===== src/rtl/logic_unit_pipe_pkg.sv =====
// logic_pkg: opcode encoding shared by the logic unit pipeline
package logic_pkg;
   localparam int OP_W = 3;
   typedef enum logic [OP_W-1:0] {
      OP_AND, OP_OR, OP_XOR, OP_NOR, OP_ANDN, OP_PASS_A, OP_PASS_B, OP_RSVD
   } op_t;
endpackage


===== src/rtl/logic_unit_pipe_slice.sv =====
// pipe_slice: one elastic valid/ready register slice
// ports: clk, rst (sync, active-high), flush (drop held beat),
//        up_valid/up_ready/up_data (producer side), dn_valid/dn_ready/dn_data (consumer side)
module pipe_slice #(
   parameter int DW = 8
) (
   input  logic          clk,
   input  logic          rst,
   input  logic          flush,
   input  logic          up_valid,
   output logic          up_ready,
   input  logic [DW-1:0] up_data,
   output logic          dn_valid,
   input  logic          dn_ready,
   output logic [DW-1:0] dn_data
);
   logic          r_valid;
   logic [DW-1:0] r_data;
   assign up_ready = !r_valid || dn_ready;
   assign dn_valid = r_valid;
   assign dn_data  = r_data;
   always_ff @(posedge clk) begin
      if (rst) begin
         r_valid <= 1'b0;
         r_data  <= '0;
      end else begin
         if (flush) r_valid <= 1'b0;
         else if (up_ready) r_valid <= up_valid;
         if (up_ready && up_valid) r_data <= up_data;
      end
   end
endmodule


===== src/rtl/logic_unit_pipe.sv =====
// logic_unit_pipe: selectable bitwise op on two operands, carried through STAGES elastic slices
// ports: clk, rst (sync, active-high), flush (drop all in-flight beats),
//        in_valid/in_ready with op, a, b (input beat),
//        out_valid/out_ready with result, zero, all_ones, illegal (output beat)
module logic_unit_pipe
   import logic_pkg::*;
#(
   parameter int WIDTH  = 32,
   parameter int STAGES = 2
) (
   input  logic             clk,
   input  logic             rst,
   input  logic             in_valid,
   output logic             in_ready,
   input  logic [OP_W-1:0]  op,
   input  logic [WIDTH-1:0] a,
   input  logic [WIDTH-1:0] b,
   input  logic             flush,
   output logic             out_valid,
   input  logic             out_ready,
   output logic [WIDTH-1:0] result,
   output logic             zero,
   output logic             all_ones,
   output logic             illegal
);
   localparam int DW = WIDTH + 3;
   op_t              w_op;
   logic [WIDTH-1:0] w_res;
   logic [DW-1:0]    w_pay;
   assign w_op = op_t'(op);
   always_comb begin
      w_res = w_op == OP_AND    ? a & b    :
              w_op == OP_OR     ? a | b    :
              w_op == OP_XOR    ? a ^ b    :
              w_op == OP_NOR    ? ~(a | b) :
              w_op == OP_ANDN   ? a & ~b   :
              w_op == OP_PASS_A ? a        :
              w_op == OP_PASS_B ? b        : '0;
   end
   // payload layout {illegal, all_ones, zero, result}; reserved op yields 0 so zero=1, all_ones=0
   assign w_pay = {w_op == OP_RSVD, &w_res, ~|w_res, w_res};
   // per-slice scalar handshake wires keep the ready chain free of self-referencing vectors
   for (genvar i = 0; i < STAGES; i++) begin : g_s
      logic          w_vi, w_ri, w_vo, w_ro;
      logic [DW-1:0] w_di, w_do;
      pipe_slice #(.DW(DW)) u_slice (
         .clk      (clk),
         .rst      (rst),
         .flush    (flush),
         .up_valid (w_vi),
         .up_ready (w_ri),
         .up_data  (w_di),
         .dn_valid (w_vo),
         .dn_ready (w_ro),
         .dn_data  (w_do)
      );
      if (i == 0) begin : g_f
         assign w_vi = in_valid;
         assign w_di = w_pay;
      end else begin : g_m
         assign w_vi = g_s[i-1].w_vo;
         assign w_di = g_s[i-1].w_do;
      end
      if (i == STAGES - 1) begin : g_e
         assign w_ro = out_ready;
      end else begin : g_n
         assign w_ro = g_s[i+1].w_ri;
      end
   end
   assign in_ready  = g_s[0].w_ri;
   assign out_valid = g_s[STAGES-1].w_vo;
   assign {illegal, all_ones, zero, result} = g_s[STAGES-1].w_do;
endmodule


===== config.mk =====
export PLATFORM = sky130hd
export DESIGN_NAME = logic_unit_pipe
export DESIGN_NICKNAME = d
export VERILOG_FILES = /design/src/rtl/logic_unit_pipe_pkg.sv /design/src/rtl/logic_unit_pipe_slice.sv /design/src/rtl/logic_unit_pipe.sv
export SDC_FILE = /design/constraint.sdc
export NUM_CORES = 1
export LEC_CHECK = 0
export ABC_CLOCK_PERIOD_IN_PS = 5100
export BUFFER_PORTS_ARGS = -buffer_cell sky130_fd_sc_hd__buf_2
export CORE_UTILIZATION = 63
export CTS_BUF_LIST = sky130_fd_sc_hd__clkbuf_4 sky130_fd_sc_hd__clkbuf_8
export CTS_CLUSTER_DIAMETER = 100
export DETAILED_ROUTE_END_ITERATION = 7
export GPL_ROUTABILITY_DRIVEN = 0
export PLACE_DENSITY = 0.88
export SYNTH_ARGS = -nofsm -noshare
export SYNTH_HDL_FRONTEND = slang
export SYNTH_SLANG_ARGS = --single-unit

===== constraint.sdc =====
create_clock -name clk -period 5.1 [get_ports clk]
set_input_delay 0.51 -clock clk [delete_from_list [all_inputs] [get_ports clk]]
set_output_delay 0.51 -clock clk [all_outputs]
set_load 0.1 [all_outputs]

==> impl_metrics.json <==
{
  "seqPwrFrac_pct": 38.1,
  "cts_tree": "yes",
  "cp.required_ns": 5.40,
  "finalMaxSlewViolations": 0,
  "wl_per_cell_um": 16.1,
  "ant_nets": 0,
  "hold_start": "flush",
  "holdPathEnd": "g_s[0].u_slice.dn_valid",
  "ys_seq_area_share_pct": 23.3,
  "hold_viol_final": 0,
  "dominantRegCellSynth": "dfxtp_1",
  "start_util_pct": 66.0,
  "status": "finished, final reports clean",
  "arrival_ns": 3.76,
  "yosys_warnings": 0,
  "ff2ff_path_depth": 4,
  "path_max_fanout": 35,
  "cts_buffers": 9,
  "regToRegStartpoint": "g_s[1].u_slice.dn_valid",
  "insertion_delay_ns": 0.35,
  "cp_slowest_cell": "clkinv_1",
  "async_flop_share_pct": 0,
  "hp-class": "in -> reg",
  "relSlewSlack_pct": 15.2,
  "nets": 1023,
  "root_buffer": "clkbuf_8",
  "r2r_setup_slack_ns": 3.00,
  "post_cts_buffers": 0,
  "hold_buffers": 0,
  "synthDistinctLibCells": 52,
  "grt.total_usage_pct": 31.8,
  "synth_edf_count": 0,
  "synth_top_area_share_pct": 23.3,
  "critical-path-top-delay-family": "buffers and inverters",
  "drt-vias-per-instance": 6.00,
  "synth_area_sq_um": 6180,
  "max_stage_delay_ns": 0.86,
  "layout-drive-gt1-share_pct": 17.6,
  "holdWs_ns": 0.333,
  "switching_share_pct": 31.5,
  "drt-pass1-iter-count": 6,
  "cp.buffers_inverters": 2,
  "grt_pass1_vias": 5560,
  "cts.htree.levels": 3,
  "syn_area_per_cell_sq_um": 7.90,
  "reg2reg_to": "g_s[1].u_slice.dn_data[2]",
  "synth_top_area_cell": "dfxtp_1",
  "startpoint_type": "input pin",
  "dpl.hpwl_um": 12100,
  "num_io_pins": 109,
  "synth.most_common_cell": "nand2_1",
  "p_per_area_nw_per_um2": 228,
  "path_clk_slew_ns": 0.07,
  "worst_pin_slew_ns": 1.27,
  "rsz0062_at_grt": "no",
  "path_cells": "buf_2, clkinv_1, a211oi_1, nor2_1, a2111o_1, nor4_1, a22o_1",
  "skew_ns": 0.00570,
  "synthTopCellsByArea": "dfxtp_1, ha_1, mux2i_1, a21oi_1, nand2_1",
  "grt_pass1_wl_um": 25800,
  "synth_common_cells": "nand2_1, ha_1, a21oi_1, nor2_1, dfxtp_1",
  "path_class": "in -> reg",
  "clock-sinks": 72,
  "setup_slack_ns": 1.64,
  "p_clk_share_pct": 35.0,
  "drtIter0Drc": 757,
  "cts.path.max_buffers": 2,
  "setup_violations": 0,
  "wl_um": 16000,
  "cts_repair_resize_count": 0,
  "vias": 5931,
  "dieHeight_um": 101,
  "maxCapViolCount": 0,
  "fmax_mhz": 289,
  "netSwitchingPower_mw": 0.495,
  "io_buffers": 108,
  "ys_ff_latch": 72,
  "diodes": 0,
  "pwr-share-comb_pct": 26.8,
  "syn_inst": 783,
  "drc_errors": 0,
  "layout_min_cycle_time_ns": 3.46,
  "antenna_found_initial": 0,
  "fin_setup_tns_ns": 0,
  "finalCritPeriodShare_pct": 67.9,
  "die_w_um": 101,
  "fp.coreArea_sq_um": 9370,
  "die_area_sq_um": 10200,
  "cp-end-kind": "register",
  "pre_cts_ws_ns": 1.46,
  "leakage_nw": 3.36,
  "cell_internal_pwr_mw": 1.08,
  "synthToLayoutAreaGrowth_pct": 11.6,
  "placementRows": 35,
  "synth_fp_nets": 951,
  "ir_worst_vdd_mv": 0.183,
  "hold-path-cell-count": 2,
  "grt_max_degree": 73,
  "grt_overflow": 0
}
[through the flow]
stage,power [mW],utilization [%],instances,area (sq um)
6_report,1.57,73.6,989,6900
5_1_grt,1.64,73.6,989,6900
3_3_place_gp,1.00,71.0,973,6650
3_5_place_dp,1.02,71.0,973,6650
2_1_floorplan,0.904,-,783,6180
4_1_cts,1.57,73.6,989,6900
[power by group through the flow]
stage | sequential [mW] | combinational (mW) | clock [mW]
finish | 0.601 | 0.423 | 0.551
global route | 0.603 | 0.459 | 0.578
CTS | 0.600 | 0.411 | 0.555
detailed placement | 0.613 | 0.409 | 0
global placement | 0.612 | 0.388 | 0
floorplan | 0.642 | 0.262 | 0
[layer usage]
layer	global-route usage, %	wire length [um]	vias up	share of wire, %
li1	-	-	2825	-
met5	0	0	-	0
met4	16.6	629	0	3.9
met1	40.3	6530	2690	41
met3	6.10	1470	70	9.2
met2	51.3	7340	346	46
[worst register-to-register path, stage by stage, from the launching register on]
cell and delay, ns:
dfxtp_1 0.32, nor2b_1 0.32, nand2b_1 0.97, nand2_1 0.18, a21oi_1 0.22
[worst max-delay path by stage]
stage,startpoint,end,slack [ns],depth (start not counted)
floorplan,g_s[1].u_slice.dn_valid,g_s[0].u_slice.dn_data[11],2.10,7
global placement,op[0],g_s[0].u_slice.dn_data[33],1.67,7
detailed placement,op[0],g_s[0].u_slice.dn_data[32],1.46,8
CTS,op[0],g_s[0].u_slice.dn_data[32],1.82,8
global route,op[0],g_s[0].u_slice.dn_data[32],1.57,8
finish,op[0],g_s[0].u_slice.dn_data[33],1.64,7
[state kept, by name, summed over array words and instances, names as in the netlist]
signal	flops
g_s.u_slice.dn_data	70
g_s.u_slice.dn_valid	2
[final cells by class]
| type | instances | area [sq um] |
|---|---|---|
| multi-input combinational | 589 | 4210 |
| inverter | 71 | 267 |
| clock inverter | 5 | 104 |
| timing repair buffer | 112 | 573 |
| clock buffer | 11 | 145 |
| tap | 129 | 161 |
| fill | 732 | 2470 |
| sequential | 72 | 1440 |
[cells in the final DEF, fill, tap and decap left out, types with 4 or more instances in the layout]
master / synthesis / routed
nor3_1: 8 / 8
buf_2: 12 / 107
a22oi_1: 4 / 4
ha_1: 96 / 96
nand2b_1: 9 / 9
dfxtp_1: 72 / 72
inv_1: 70 / 70
mux2_2: 10 / 10
nor4_1: 7 / 7
a311oi_1: 4 / 4
xor2_1: 6 / 6
buf_4: 5 / 5
a21o_1: 4 / 4
a21oi_1: 80 / 80
nand4_1: 7 / 7
clkbuf_8: 0 / 10
mux4_2: 6 / 6
mux2i_1: 51 / 51
nor2b_1: 16 / 15
nand3_1: 4 / 4
nor2_1: 74 / 74
a211oi_1: 27 / 27
a31oi_1: 6 / 6
and2_1: 4 / 4
o22ai_1: 9 / 9
o21ai_0: 21 / 21
o221ai_1: 4 / 4
nand2_1: 100 / 100
[kinds of logic after synthesis]
kind of cell | count (synthesis) | share of synthesized area (%)
mux | 67 | 12.3
xor+xnor | 7 | 0.991
flops | 72 | 23.3
fa+ha+maj | 96 | 19.4
buf+inv | 122 | 8.68
compound gates | 178 | 18.0
simple gates | 241 | 17.4
Note: power is estimated with default switching activity, not from simulation.
